[src/rtl/flappy_pkg.sv]
// -----------------------------------------------------------------------------
// flappy_pkg
// Shared definitions for the Flappy Bird frame engine:
//   - 12-bit RGB colour constants
//   - game state encoding (IDLE / PLAY / DEAD)
//   - coordinate width (VGA counters) and the widened geometry width used for
//     overflow-free comparisons
//   - widen(): zero-extends a screen coordinate to geometry width
// -----------------------------------------------------------------------------
package flappy_pkg;

    localparam int COORD_W = 10;
    // One extra bit so that x + half_width and y + gap never wrap.
    localparam int GEOM_W  = COORD_W + 1;

    localparam logic [11:0] BLACK  = 12'h000;
    localparam logic [11:0] WHITE  = 12'hFFF;
    localparam logic [11:0] RED    = 12'hF00;
    localparam logic [11:0] GREEN  = 12'h0F0;
    localparam logic [11:0] YELLOW = 12'hFF0;

    typedef enum logic [1:0] {
        ST_IDLE = 2'b00,
        ST_PLAY = 2'b01,
        ST_DEAD = 2'b10
    } game_state_e;

    function automatic logic [GEOM_W-1:0] widen(input logic [COORD_W-1:0] v);
        return {1'b0, v};
    endfunction

endpackage

[src/rtl/flappy_pipe_slice.sv]
// -----------------------------------------------------------------------------
// flappy_pipe_slice
// Per-pipe geometry and pass tracking for one upper/lower pipe pair.
//   clk, reset_n   : pixel clock, asynchronous active-low reset
//   hcount_i       : current pixel column
//   vcount_i       : current pixel row
//   pipe_x_i       : pipe centre X
//   pipe_y_i       : bottom edge of the upper pipe
//   score_en_i     : frame_tick qualified with PLAY; pass/respawn evaluation
//   clear_i        : game start; clears the passed flag
//   pipe_pix_o     : current pixel lies on this pipe pair
//   passed_o       : pipe has already been credited as passed
//   new_pass_o     : pipe is being credited on this cycle
// -----------------------------------------------------------------------------
module flappy_pipe_slice
    import flappy_pkg::*;
#(
    parameter int PIPE_HALF_W = 50,
    parameter int GAP_H       = 100,
    parameter int BIRD_X      = 400,
    parameter int BIRD_W      = 50
) (
    input  logic               clk,
    input  logic               reset_n,
    input  logic [COORD_W-1:0] hcount_i,
    input  logic [COORD_W-1:0] vcount_i,
    input  logic [COORD_W-1:0] pipe_x_i,
    input  logic [COORD_W-1:0] pipe_y_i,
    input  logic               score_en_i,
    input  logic               clear_i,
    output logic               pipe_pix_o,
    output logic               passed_o,
    output logic               new_pass_o
);

    localparam logic [GEOM_W-1:0] HALF_G       = GEOM_W'(PIPE_HALF_W);
    localparam logic [GEOM_W-1:0] GAP_G        = GEOM_W'(GAP_H);
    localparam logic [GEOM_W-1:0] BIRD_LEFT_G  = GEOM_W'(BIRD_X);
    localparam logic [GEOM_W-1:0] BIRD_RIGHT_G = GEOM_W'(BIRD_X + BIRD_W);

    logic [GEOM_W-1:0] x_g, y_g, h_g, v_g;
    logic [GEOM_W-1:0] left_g, right_g;
    logic              in_x, in_y;
    logic              past_bird, respawned;
    logic              passed_q, passed_d;

    always_comb begin
        x_g = widen(pipe_x_i);
        y_g = widen(pipe_y_i);
        h_g = widen(hcount_i);
        v_g = widen(vcount_i);

        // Left edge clamps at column 0 instead of wrapping to a huge value.
        left_g  = (x_g >= HALF_G) ? (x_g - HALF_G) : '0;
        right_g = x_g + HALF_G;

        in_x = (h_g >= left_g) && (h_g <= right_g);
        in_y = (v_g <= y_g) || (v_g >= (y_g + GAP_G));
        pipe_pix_o = in_x && in_y;

        past_bird = right_g < BIRD_LEFT_G;
        // With the clamped left edge a pipe near column 0 can never look
        // respawned, so the unclamped subtraction is not needed here.
        respawned = left_g >= BIRD_RIGHT_G;

        new_pass_o = score_en_i && !passed_q && past_bird;
    end

    always_comb begin
        passed_d = passed_q;
        if (clear_i) begin
            passed_d = 1'b0;
        end else if (score_en_i) begin
            if (new_pass_o) begin
                passed_d = 1'b1;
            end else if (respawned) begin
                passed_d = 1'b0;
            end
        end
    end

    always_ff @(posedge clk or negedge reset_n) begin
        if (!reset_n) begin
            passed_q <= 1'b0;
        end else begin
            passed_q <= passed_d;
        end
    end

    assign passed_o = passed_q;

endmodule

[src/rtl/flappy_frame_engine.sv]
// -----------------------------------------------------------------------------
// flappy_frame_engine
// Per-pixel renderer and game logic for the Flappy Bird VGA design.
//   clk, reset_n : pixel clock, asynchronous active-low reset
//   bright       : visible-area flag from VGA timing
//   hCount/vCount: current pixel column/row
//   frame_tick   : one-cycle pulse at the end of each frame
//   button       : raw start button (asynchronous)
//   birb_y       : bird top edge
//   pipe_x/pipe_y: packed per-pipe centre X / upper-pipe bottom edge
//   rgb          : registered pixel colour (1-cycle latency)
//   score        : current score, high_score: best since reset
//   game_state   : 00 IDLE, 01 PLAY, 10 DEAD
//   hit          : one-cycle pulse in the first DEAD cycle
// -----------------------------------------------------------------------------
module flappy_frame_engine
    import flappy_pkg::*;
#(
    parameter int          NUM_PIPES   = 3,
    parameter int          PIPE_HALF_W = 50,
    parameter int          GAP_H       = 100,
    parameter int          BIRD_X      = 400,
    parameter int          BIRD_W      = 50,
    parameter int          BIRD_H      = 25,
    parameter int          FLOOR_Y     = 515,
    parameter int          DEAD_FRAMES = 120,
    parameter logic [11:0] BG_COLOR    = 12'hF00
) (
    input  logic                           clk,
    input  logic                           reset_n,
    input  logic                           bright,
    input  logic [COORD_W-1:0]             hCount,
    input  logic [COORD_W-1:0]             vCount,
    input  logic                           frame_tick,
    input  logic                           button,
    input  logic [COORD_W-1:0]             birb_y,
    input  logic [COORD_W*NUM_PIPES-1:0]   pipe_x,
    input  logic [COORD_W*NUM_PIPES-1:0]   pipe_y,
    output logic [11:0]                    rgb,
    output logic [15:0]                    score,
    output logic [15:0]                    high_score,
    output logic [1:0]                     game_state,
    output logic                           hit
);

    localparam int CNT_W = (DEAD_FRAMES > 1) ? $clog2(DEAD_FRAMES) : 1;
    localparam logic [CNT_W-1:0]  DEAD_LAST    = CNT_W'(DEAD_FRAMES - 1);
    localparam logic [GEOM_W-1:0] BIRD_LEFT_G  = GEOM_W'(BIRD_X);
    localparam logic [GEOM_W-1:0] BIRD_RIGHT_G = GEOM_W'(BIRD_X + BIRD_W);
    localparam logic [GEOM_W-1:0] BIRD_H_G     = GEOM_W'(BIRD_H);
    localparam logic [GEOM_W-1:0] FLOOR_G      = GEOM_W'(FLOOR_Y);

    // ------------------------------------------------------------------
    // Button synchroniser and rising-edge detect
    // ------------------------------------------------------------------
    logic [1:0] btn_sync_q;
    logic       btn_prev_q;
    logic       btn_edge;

    // NOTE: state registers use non-blocking assignments so every flop
    // samples the pre-edge value of its neighbours (shift chains stay intact).
    always_ff @(posedge clk or negedge reset_n) begin
        if (!reset_n) begin
            btn_sync_q <= 2'b00;
            btn_prev_q <= 1'b0;
        end else begin
            btn_sync_q <= {btn_sync_q[0], button};
            btn_prev_q <= btn_sync_q[1];
        end
    end

    assign btn_edge = btn_sync_q[1] && !btn_prev_q;

    // ------------------------------------------------------------------
    // Per-pipe slices
    // ------------------------------------------------------------------
    game_state_e          state_q, state_d;
    logic                 score_en;
    logic                 start;
    logic [NUM_PIPES-1:0] pipe_pix;
    logic [NUM_PIPES-1:0] passed;
    logic [NUM_PIPES-1:0] new_pass;

    for (genvar i = 0; i < NUM_PIPES; i++) begin : g_pipe
        flappy_pipe_slice #(
            .PIPE_HALF_W (PIPE_HALF_W),
            .GAP_H       (GAP_H),
            .BIRD_X      (BIRD_X),
            .BIRD_W      (BIRD_W)
        ) u_slice (
            .clk        (clk),
            .reset_n    (reset_n),
            .hcount_i   (hCount),
            .vcount_i   (vCount),
            .pipe_x_i   (pipe_x[COORD_W*i +: COORD_W]),
            .pipe_y_i   (pipe_y[COORD_W*i +: COORD_W]),
            .score_en_i (score_en),
            .clear_i    (start),
            .pipe_pix_o (pipe_pix[i]),
            .passed_o   (passed[i]),
            .new_pass_o (new_pass[i])
        );
    end

    // ------------------------------------------------------------------
    // Bird geometry, collisions and pass count
    // ------------------------------------------------------------------
    logic [GEOM_W-1:0] h_g, v_g, bird_top_g, bird_bot_g;
    logic              any_pipe, bird_pix, pix_hit, floor_hit;
    logic [3:0]        pass_cnt;
    logic [16:0]       score_sum;
    logic [15:0]       score_sat;

    // NOTE: every signal assigned in an always_comb gets a default first, so
    // no path leaves it holding its old value (which would infer a latch).
    always_comb begin
        h_g        = widen(hCount);
        v_g        = widen(vCount);
        bird_top_g = widen(birb_y);
        bird_bot_g = bird_top_g + BIRD_H_G;

        any_pipe = |pipe_pix;
        bird_pix = (h_g >= BIRD_LEFT_G) && (h_g < BIRD_RIGHT_G) &&
                   (v_g >= bird_top_g) && (v_g < bird_bot_g);
        pix_hit   = bright && any_pipe && bird_pix;
        floor_hit = frame_tick && (bird_bot_g > FLOOR_G);

        pass_cnt = '0;
        for (int i = 0; i < NUM_PIPES; i++) begin
            pass_cnt = pass_cnt + 4'(new_pass[i]);
        end

        score_sum = {1'b0, score} + 17'(pass_cnt);
        score_sat = score_sum[16] ? 16'hFFFF : score_sum[15:0];
    end

    // ------------------------------------------------------------------
    // Game FSM, scores, collision latch, dead counter
    // ------------------------------------------------------------------
    logic [15:0]      score_q, score_d;
    logic [15:0]      high_q, high_d;
    logic             latch_q, latch_d;
    logic             hit_q, hit_d;
    logic [CNT_W-1:0] dead_cnt_q, dead_cnt_d;

    always_comb begin
        state_d    = state_q;
        score_d    = score_q;
        high_d     = high_q;
        latch_d    = latch_q;
        dead_cnt_d = dead_cnt_q;
        hit_d      = 1'b0;
        start      = 1'b0;
        score_en   = 1'b0;

        unique case (state_q)
            ST_IDLE: begin
                if (btn_edge) begin
                    state_d = ST_PLAY;
                    score_d = '0;
                    latch_d = 1'b0;
                    start   = 1'b1;
                end
            end
            ST_PLAY: begin
                latch_d = latch_q || pix_hit || floor_hit;
                if (frame_tick) begin
                    score_en = 1'b1;
                    score_d  = score_sat;
                    // The pass is credited before death is judged, so the
                    // high score sees the post-pass value.
                    if (latch_d) begin
                        state_d    = ST_DEAD;
                        hit_d      = 1'b1;
                        high_d     = (score_sat > high_q) ? score_sat : high_q;
                        dead_cnt_d = '0;
                    end
                end
            end
            ST_DEAD: begin
                if (frame_tick) begin
                    if (dead_cnt_q == DEAD_LAST) begin
                        state_d    = ST_IDLE;
                        dead_cnt_d = '0;
                    end else begin
                        dead_cnt_d = dead_cnt_q + 1'b1;
                    end
                end
            end
            default: state_d = ST_IDLE;
        endcase
    end

    always_ff @(posedge clk or negedge reset_n) begin
        if (!reset_n) begin
            state_q    <= ST_IDLE;
            score_q    <= '0;
            high_q     <= '0;
            latch_q    <= 1'b0;
            hit_q      <= 1'b0;
            dead_cnt_q <= '0;
        end else begin
            state_q    <= state_d;
            score_q    <= score_d;
            high_q     <= high_d;
            latch_q    <= latch_d;
            hit_q      <= hit_d;
            dead_cnt_q <= dead_cnt_d;
        end
    end

    // ------------------------------------------------------------------
    // Pixel colour
    // ------------------------------------------------------------------
    logic [11:0] rgb_q, rgb_d;

    always_comb begin
        rgb_d = BG_COLOR;
        if (!bright) begin
            rgb_d = BLACK;
        end else if (any_pipe) begin
            rgb_d = GREEN;
        end else if (bird_pix) begin
            rgb_d = (state_q == ST_DEAD) ? YELLOW : WHITE;
        end
    end

    always_ff @(posedge clk or negedge reset_n) begin
        if (!reset_n) begin
            rgb_q <= BLACK;
        end else begin
            rgb_q <= rgb_d;
        end
    end

    assign rgb        = rgb_q;
    assign score      = score_q;
    assign high_score = high_q;
    assign game_state = state_q;
    assign hit        = hit_q;

endmodule

[config.mk]
export PLATFORM = sky130hd
export DESIGN_NAME = flappy_frame_engine
export DESIGN_NICKNAME = d
export VERILOG_FILES = /design/src/rtl/flappy_pkg.sv /design/src/rtl/flappy_pipe_slice.sv /design/src/rtl/flappy_frame_engine.sv
export SDC_FILE = /design/constraint.sdc
export NUM_CORES = 1
export LEC_CHECK = 0
export BUFFER_PORTS_ARGS = -buffer_cell sky130_fd_sc_hd__buf_2
export CORE_ASPECT_RATIO = 1.75
export CORE_UTILIZATION = 35
export DETAILED_ROUTE_END_ITERATION = 10
export RECOVER_POWER = 100
export SLEW_MARGIN = 10
export SYNTH_ARGS = -nofsm -noshare
export SYNTH_HDL_FRONTEND = slang
export SYNTH_SLANG_ARGS = --single-unit
[constraint.sdc]
create_clock -name clk -period 6.25 [get_ports clk]
set_input_delay 1.25 -clock clk [delete_from_list [all_inputs] [get_ports clk]]
set_output_delay 1.25 -clock clk [all_outputs]
set_load 0.02 [all_outputs]
## Yosys cells after proc, flatten, opt, wreduce, memory -nomap -nowiden

Index checks and enable logic that the tools add are counted.

| storage, ports and cells | value |
|---|---|
| bits of input ports | 95 |
| word-level logic and storage cells | 148 |
| output and inout port bits | 47 |
| flip-flop bits (word level) | 61 |

| operators by class | value |
|---|---|
| add/sub/neg operators | 14 |
| muxes and demuxes | 43 |
| equal/unequal tests | 8 |
| magnitude comparators | 27 |
| reductions and logical operators | 44 |

Operators by type and width:

| kind | count |
|---|---|
| 10-bit by 11-bit greater-or-equal comparator with 1-bit output | 6 |
| 16-bit two-way mux | 3 |
| 10-bit by 6-bit adder with 11-bit output (second input constant) | 3 |
| 10-bit by 7-bit adder with 11-bit output (second input constant) | 3 |
| 11-bit by 9-bit greater-or-equal comparator with 1-bit output (second input constant) | 3 |
| 10-bit by 11-bit less-or-equal comparator with 1-bit output | 3 |
| 11-bit by 9-bit < comparator with 1-bit output (second input constant) | 3 |
| 11-bit two-way mux | 3 |
| 10-bit by 6-bit subtractor with 11-bit output (second input constant) | 3 |
| 16-bit case mux with 2 select lines | 1 |
| 10-bit by 6-bit greater-or-equal comparator with 1-bit output (second input constant) | 3 |
| 10-bit less-or-equal comparator | 3 |
| 7-bit two-way mux | 4 |
| 12-bit two-way mux | 2 |
| 1-bit two-way mux | 20 |
| 1-bit logical AND | 19 |
| 16-bit by 3-bit adder with 17-bit output | 1 |
| 16-bit > comparator | 1 |
| 7-bit case mux with 2 select lines | 1 |
| 10-bit by 5-bit adder with 11-bit output (second input constant) | 1 |
| 11-bit by 10-bit > comparator with 1-bit output (second input constant) | 1 |
| 10-bit by 11-bit < comparator with 1-bit output | 1 |
| 10-bit greater-or-equal comparator | 1 |
| 10-bit by 9-bit greater-or-equal comparator with 1-bit output (second input constant) | 1 |
| 23 further kinds | 46 |

## Longest topological paths before layout

Gate-level depths: netlist of run 1.

| depth | value |
|---|---|
| word-level depth | 13 |
| depth in mapped cells | 28 |
| mapped depth without buffers | 26 |

## Modules after synthesis

Synthesis of run 1 repeated with hierarchy kept, for this count alone.

| unflattened totals | value |
|---|---|
| cells, all modules | 1,008 |
| area, all modules | 8,431.8 um2 |

Modules (own cells, without submodules):

| module | sequential area each (um2) | area an instance (um2) | cells each | times used |
|---|---|---|---|---|
| flappy_frame_engine | 1,226.2 | 3,616.0 | 374 | 1 |
| flappy_pipe_slice at g_pipe[1].u_slice | 25.0 | 1,611.5 | 211 | 1 |
| flappy_pipe_slice at g_pipe[2].u_slice | 25.0 | 1,611.5 | 212 | 1 |
| flappy_pipe_slice at g_pipe[0].u_slice | 25.0 | 1,592.8 | 211 | 1 |

## Least setup slack after synthesis of run 1

No wires, ideal clock.

| timing | value |
|---|---|
| kind | input to register |
| from | input port pipe_x[3] |
| to | register high_q[10], in the netlist high_score[10] |
| setup slack | -0.072 ns |
| library setup time | 0.125 ns |
| required time | 6.125 ns |
| buffers on the path | 4 |
| cell stages on the path | 26 |
| data arrival time | 6.196 ns |
| cells stage by stage | buf_2 -> nand3_1 -> nor3b_1 -> nor2_1 -> xnor2_1 -> a311o_1 -> nand3_1 -> fa_1 -> inv_1 -> ha_1 -> fa_1 -> nand4_1 -> or3b_2 -> buf_4 -> buf_4 -> nand2_1 -> ha_1 -> nand2_1 -> or2_2 -> o21ai_0 -> o22ai_1 -> nand3_1 -> o31ai_1 -> a211oi_4 -> buf_12 -> mux2_4 |

| on the way | value |
|---|---|
| elaborated cells on any way between the ends | 21 |
| classes of those cells | add/sub: 5; order compare: 5; mux: 2; reduce/logical: 9 |

RTL lines:

| what | line | text |
|---|---|---|
| start, declared | flappy_frame_engine.sv:37 | `input logic [COORD_W*NUM_PIPES-1:0] pipe_x,` |
| 10-bit by 6-bit adder with 11-bit output | flappy_pipe_slice.sv:55 | `right_g = x_g + HALF_G;` |
| 11-bit by 9-bit < comparator with 1-bit output | flappy_pipe_slice.sv:61 | `past_bird = right_g < BIRD_LEFT_G;` |
| 1-bit logical AND | flappy_pipe_slice.sv:66 | `new_pass_o = score_en_i && !passed_q && past_bird;` |
| 1-bit by 1-bit adder with 2-bit output | flappy_frame_engine.sv:130 | `pass_cnt = pass_cnt + 4'(new_pass[i]);` |
| 2-bit by 1-bit adder with 3-bit output | flappy_frame_engine.sv:130 |  |
| 16-bit by 3-bit adder with 17-bit output | flappy_frame_engine.sv:133 | `score_sum = {1'b0, score} + 17'(pass_cnt);` |
| 16-bit two-way mux | flappy_frame_engine.sv:134 | `score_sat = score_sum[16] ? 16'hFFFF : score_sum[15:0];` |
| via score_sat[5] | flappy_frame_engine.sv:112 | `logic [15:0] score_sat;` |
| 16-bit > comparator | flappy_frame_engine.sv:175 | `high_d = (score_sat > high_q) ? score_sat : high_q;` |
| 4-bit AND reduction (no source line) | -- |  |
| end signal, assigned | flappy_frame_engine.sv:205 | `high_q <= high_d;` |
| end, declared | flappy_frame_engine.sv:141 | `logic [15:0] high_q, high_d;` |

The timed path passes the listed nets, and every way through them passes these cells.
A chain may end at the register's enable or synchronous reset.

## Final worst setup path of run 1

| timing | value |
|---|---|
| from | input port pipe_x[1] |
| to | register high_q[11], in the netlist high_score[11] |

The elaborated chain is that of the path after synthesis.

==> results of run 1 <==
## area by class of cell
| class | instances | area, sq um | share of cell area |
|---|---|---|---|
| Clock buffer | 5 | 125 | 0.0132 |
| Clock inverter | 3 | 46.3 | 0.00489 |
| Inverter | 83 | 312 | 0.0329 |
| Multi-Input combinational cell | 802 | 6270 | 0.663 |
| Sequential cell | 52 | 1300 | 0.138 |
| Tap cell | 300 | 375 | 0.0397 |
| Timing Repair Buffer | 189 | 1030 | 0.109 |
## final timing paths
check | start | end | slack [ps] | depth (start not counted)
max reg2reg | game_state[1] | high_score[11] | 940 | 22
max in group asynchronous | reset_n | dead_cnt_q[0] | 2590 | 2
min reg2reg | btn_sync_q[0] | btn_sync_q[1] | 390 | 0
max | pipe_x[1] | high_score[11] | 320 | 26
min | btn_sync_q[0] | btn_sync_q[1] | 390 | 0
min in group asynchronous | reset_n | high_score[3] | 1990 | 2
## cell families after synthesis
group / count (synthesis)
and+or+nand+nor: 307
AOI/OAI and AO/OA: 236
adders and majority gates: 169
buffers and inverters: 125
xor gates and xnor gates: 72
DFF: 52
muxes: 18
## layer usage
metal / GRT usage / wire (microns) / share of wire
met5: 0 / 0 / 0
met4: 0.0656 / 636 / 0.027
met3: 0.0209 / 739 / 0.031
met2: 0.409 / 13400 / 0.57
met1: 0.193 / 8750 / 0.37
## power breakdown
part / internal (uW) / switching, uW
clock network: 192 / 136
registers: 386 / 56.2
logic: 354 / 482
## sequential cells by signal (all words and copies together) (netlist names)
| signal | flops |
|---|---|
| btn_prev_q | 1 |
| dead_cnt_q | 7 |
| high_score | 16 |
| hit | 1 |
| game_state | 2 |
| score | 16 |
| latch_q | 1 |
| btn_sync_q | 2 |
| rgb | 3 |
| g_pipe.u_slice.passed_o | 3 |
## cells in the final DEF (no fill, tap or decap), types with 44 or more instances in the layout
cell / instances
nor2_1: 46
ha_1: 165
inv_1: 83
a21oi_1: 64
buf_4: 44
dfrtp_1: 52
nand3_1: 49
clkbuf_1: 50
o21ai_0: 44
nand2_1: 78
buf_2: 93
xnor2_1: 52
## through the flow
stage	instance area (sq um)	power, uW	setup TNS (ps)
after global routing	9460	1740	0
after global placement	9270	1270	-745
after CTS	9440	1620	0
after detailed placement	9270	1280	-1360
final	9460	1610	0
after floorplan	8050	993	0
## timing repair
action / in CTS / in global routing
buffers inserted: 0 / 1
endpoints found under the hold margin: 0 / 0
hold buffers: 0 / 0
setup endpoints to repair: 0 / 16
gates resized for setup: 0 / 14
==> impl_metrics.ini, run 1 <==
[yosys]
synth_top_cell_by_area = ha_1
synth-async-reset-ratio = 1.00
synth_top_family_by_area = adder cells
synth_warnings = 0
synth_fa_ha_area_frac = 0.265
yosysUniqueCellTypes = 81
yosys.area_share.simple = 0.196
postSynthNetCount = 1243
syn_avg_cell_area_sq_um = 8.22
synthMuxAreaShare = 0.0291
synth_area_sq_mm = 0.00805
synth_flop_cell = dfrtp_1
post-synth-top-count-cell = ha_1
synth_commonest_cells = 167 x ha_1, 83 x inv_1, 79 x nand2_1, 67 x a21oi_1
ys_seq_area_frac = 0.162
synth_area_leaders = ha_1 26%, dfrtp_1 16%, xnor2_1 5.7%, a21oi_1 4.2%, inv_1 3.9%
synth_top_area_frac = 0.260
synthXorXnorAreaFrac = 0.0783
synth_compound_area_frac = 0.203
synth-edff-count = 0
synthCells = 979
ys_seq_elements = 52

[placed_design]
portBuffers = 141
placed_cells = 1424
gp_congestion = 0.858
place_ws_ps = -123
hpwl_mm = 19.6

[floorplan]
rows = 73
die_area_sq_mm = 0.0236
io_pins = 142
start_util = 0.355
fp.dieW_microns = 117
core_area_sq_mm = 0.0227
die_height_microns = 203

[timing]
hold_violations = 0
layout_setup_ws_ps = 318
hold_slack_ps = 386
layout_min_cycle_time_ps = 5930
tightest_slew_ps = 2930
min_period_over_period = 0.949
skew_ps = 6.94
fmax_mhz = 169
slew_violations = 53
slew_headroom = -0.956
setup_viol = 0
rsz0062_at_grt = no

[layout]
utilization = 0.418
nNetsFinal = 1397
n_antenna_cell = 0
fin_cells = 1434
num-fill-cells = 2416
drive_above_1_share = 0.178
syn2layout_area_growth_pct = 17.5

[global_route]
antenna_found_initial = 0
grt_use_total = 0.198
grt_pass1_wl_mm = 36.8
grt_max_degree = 53
grt_pass1_vias = 7814
grt-ovfl-total = 0

[hold_path]
hp-class = reg2reg

[detailed_routing]
drc = 0
viasPerCell = 5.40
drtAntennaViolNets = 0
drt_iter0_drc = 304
wl_mm = 23.6
firstDrtPassIters = 4
num_vias = 7742
post_drt_wl_per_cell_microns = 16.4

[critical_path]
critical-path-top-delay-family = adder cells
crit_required_ps = 6430
path_buf_inv = 4
slowest_delay_ps = 570
end_kind = flip-flop
cp.arrival_ps = 6110
cp-start-kind = input pin
cp_max_fo = 8
slowest_stage = fa_1
path_class = in2reg

[clock_tree]
clock_path_buffers = 2
cts-root-buf = clkbuf_16
htree_levels = 2
tritoncts = done
clkSinkCount = 52
numCtsBuffers = 5
clk_latency_ps = 290
path_clk_slew_ps = 80

[status]
failed_checks = capacitance limit, slew limit
status = finished, violations left

[run]
drv_cap = 1

[power]
ir_drop_mv = 0.140
leakage_uw = 0.00458
p_per_area_mw_per_mm2 = 170
No activity file was read; power rests on OpenSTA's default activity.
==> run 2, diff against run 1 <==
ABC_AREA = 1   (was unset)
==> impl_metrics.ini, run 2 <==
[floorplan]
io_pins = 142
fp.dieW_microns = 119
rows = 74
start_util = 0.359
die_area_sq_mm = 0.0248
die_height_microns = 208
core_area_sq_mm = 0.0235

[placed_design]
gp_congestion = 0.870
placed_cells = 1694
hpwl_mm = 20.1
dpl_cell_area_sq_mm = 0.00947
portBuffers = 141

[yosys]
synth_warnings = 0
synth_flop_cell = dfrtp_1
synth_area_leaders = ha_1 25%, dfrtp_1 15%, nand2_1 14%, inv_1 9.3%, xor2_1 5.2%
synth-async-reset-ratio = 1.00
synth_top_area_frac = 0.247
postSynthNetCount = 1523
synth_top_cell_by_area = ha_1
synth_area_sq_mm = 0.00845
ys_seq_area_frac = 0.154
post-synth-top-count-cell = nand2_1
synth_commonest_cells = 307 x nand2_1, 209 x inv_1, 167 x ha_1, 102 x nor2_1, 72 x a21oi_1
syn_avg_cell_area_sq_um = 6.71
yosysUniqueCellTypes = 47
ys_seq_elements = 52
synth-edff-count = 0
synthCells = 1259

[global_route]
grt-ovfl-total = 0
grt_use_total = 0.192
grt_pass1_vias = 8211
antenna_found_initial = 6
grt_max_degree = 53
grt_pass1_wl_mm = 38.7

[timing]
hold_violations = 0
slew_headroom = -0.944
fmax_mhz = 175
min_period_over_period = 0.914
slew_violations = 53
setup_viol = 0
tightest_slew_ps = 2920
skew_ps = 6.90
layout_min_cycle_time_ps = 5710
tns_ps = 0

[detailed_routing]
viasPerCell = 4.93
post_drt_wl_per_cell_microns = 13.8
drt_iter0_drc = 252
drc = 0
num_vias = 8416
firstDrtPassIters = 4
met2_length_mm = 13.2
top_layer = met5
wl_met3_microns = 567
wl_mm = 23.6
drtAntennaViolNets = 0
wl_met1_mm = 8.87

[critical_path]
cp_max_fo = 12
cp.arrival_ps = 5950
slowest_stage = fa_1
path_class = in2reg
cp-start-kind = input pin
slowest_delay_ps = 420
rrSetupSlack_ps = 960
end_kind = flip-flop
cpMostUsedCell = nand2_1
crit_required_ps = 6490

[layout]
num-fill-cells = 2630
drive_above_1_share = 0.109
nNetsFinal = 1662
multi_input_area_sq_mm = 0.00614
fin_cells = 1708
syn2layout_area_growth_pct = 13.1
utilization = 0.406
regArea_sq_mm = 0.00130
final_cell_area_sq_mm = 0.00956
final_common_cell = nand2_1
final_cell_mix = 310 x nand2_1, 209 x inv_1, 167 x ha_1, 103 x nor2_1, 94 x buf_2

[status]
failed_checks = capacitance limit, slew limit
status = finished, violations left

[clock_tree]
path_clk_slew_ps = 70
tritoncts = done
htree_levels = 2
cts.hold.buffers_added = 0
cts-root-buf = clkbuf_16
clkSinkCount = 52
numCtsBuffers = 5
clock_path_buffers = 2
clk_latency_ps = 300

[power]
total_power_uw = 2050
ir_drop_mv = 0.204
leakage_uw = 0.00537
p_per_area_mw_per_mm2 = 215

[run]
drv_cap = 1

[hold_path]
hp-class = reg2reg
## run 2: cell types whose count changed after synthesis, sizes merged, moves of 16 or more
| cell | before | now |
|---|---|---|
| nand2 | 79 | 329 |
| inv | 83 | 214 |
| xor2 | 20 | 50 |
| nand4 | 20 | 38 |
| xnor2 | 52 | 8 |
| nor2 | 47 | 106 |
| nand2b | 19 | 0 |
| nand3 | 50 | 78 |
| mux2 | 16 | 0 |
## run 2: path summary, 6_finish.rpt
check,end,startpoint,depth (start not counted)
max in group asynchronous,g_pipe[0].u_slice.passed_o,reset_n,2
min reg2reg,btn_sync_q[1],btn_sync_q[0],0
max reg2reg,high_score[1],game_state[0],31
min,btn_sync_q[1],btn_sync_q[0],0
min in group asynchronous,score[11],reset_n,2
max,high_score[1],pipe_x[1],32
## run 2: cells by family after synthesis
kind of cell	share of synthesized area
XOR/XNOR	0.0601
AO/OA/AOI/OAI	0.102
buffers and inverters	0.113
adder cells (fa/ha/maj)	0.252
flip-flops	0.154
AND/OR/NAND/NOR	0.319
## run 2: per-layer routing
layer  GRT usage  up-vias
met1       0.192     3836
met3      0.0154       51
met4      0.0823        2
met2       0.391      139
li1            -     4388
met5           0        -
## run 2: final cells by class
| type | count | share of cell area |
|---|---|---|
| inverter | 215 | 0.0850 |
| tap | 304 | 0.0398 |
| clock buffer | 7 | 0.0160 |
| timing repair buffer | 152 | 0.0761 |
| antenna | 5 | 0.00131 |
| clock inverter | 1 | 0.00314 |
| sequential | 52 | 0.136 |
| multi-input combinational | 972 | 0.643 |
## run 2: power by group
part / switching (uW) / internal, uW / leakage [uW]
logic: 808 / 428 / 0.00457
clock network: 128 / 211 / 0.0000902
registers: 73.3 / 401 / 0.000707
## run 2: timing repair
| action | 4_1_cts | 5_1_grt |
|---|---|---|
| hold endpoints to repair | 0 | 0 |
| resized for setup | 0 | 2 |
| setup endpoints to repair | 0 | 16 |
| setup buffers | 0 | 1 |
## run 2: critical path: cells and delay by family
kind | cells | cell delay, ps
AND/OR/NAND/NOR | 21 | 2370
adder cells (fa/ha/maj) | 4 | 1130
buffers and inverters | 4 | 530
AO/OA/AOI/OAI | 2 | 410
XOR/XNOR | 1 | 220
## run 2: through the flow
| step | hold WS (ps) | worst slack [ps] |
|---|---|---|
| 2_1_floorplan | 331 | 630 |
| 3_3_place_gp | 338 | 143 |
| 3_5_place_dp | 343 | 48.6 |
| 4_1_cts | 360 | 324 |
| 5_1_grt | 363 | -13.8 |
| 6_report | 355 | 536 |
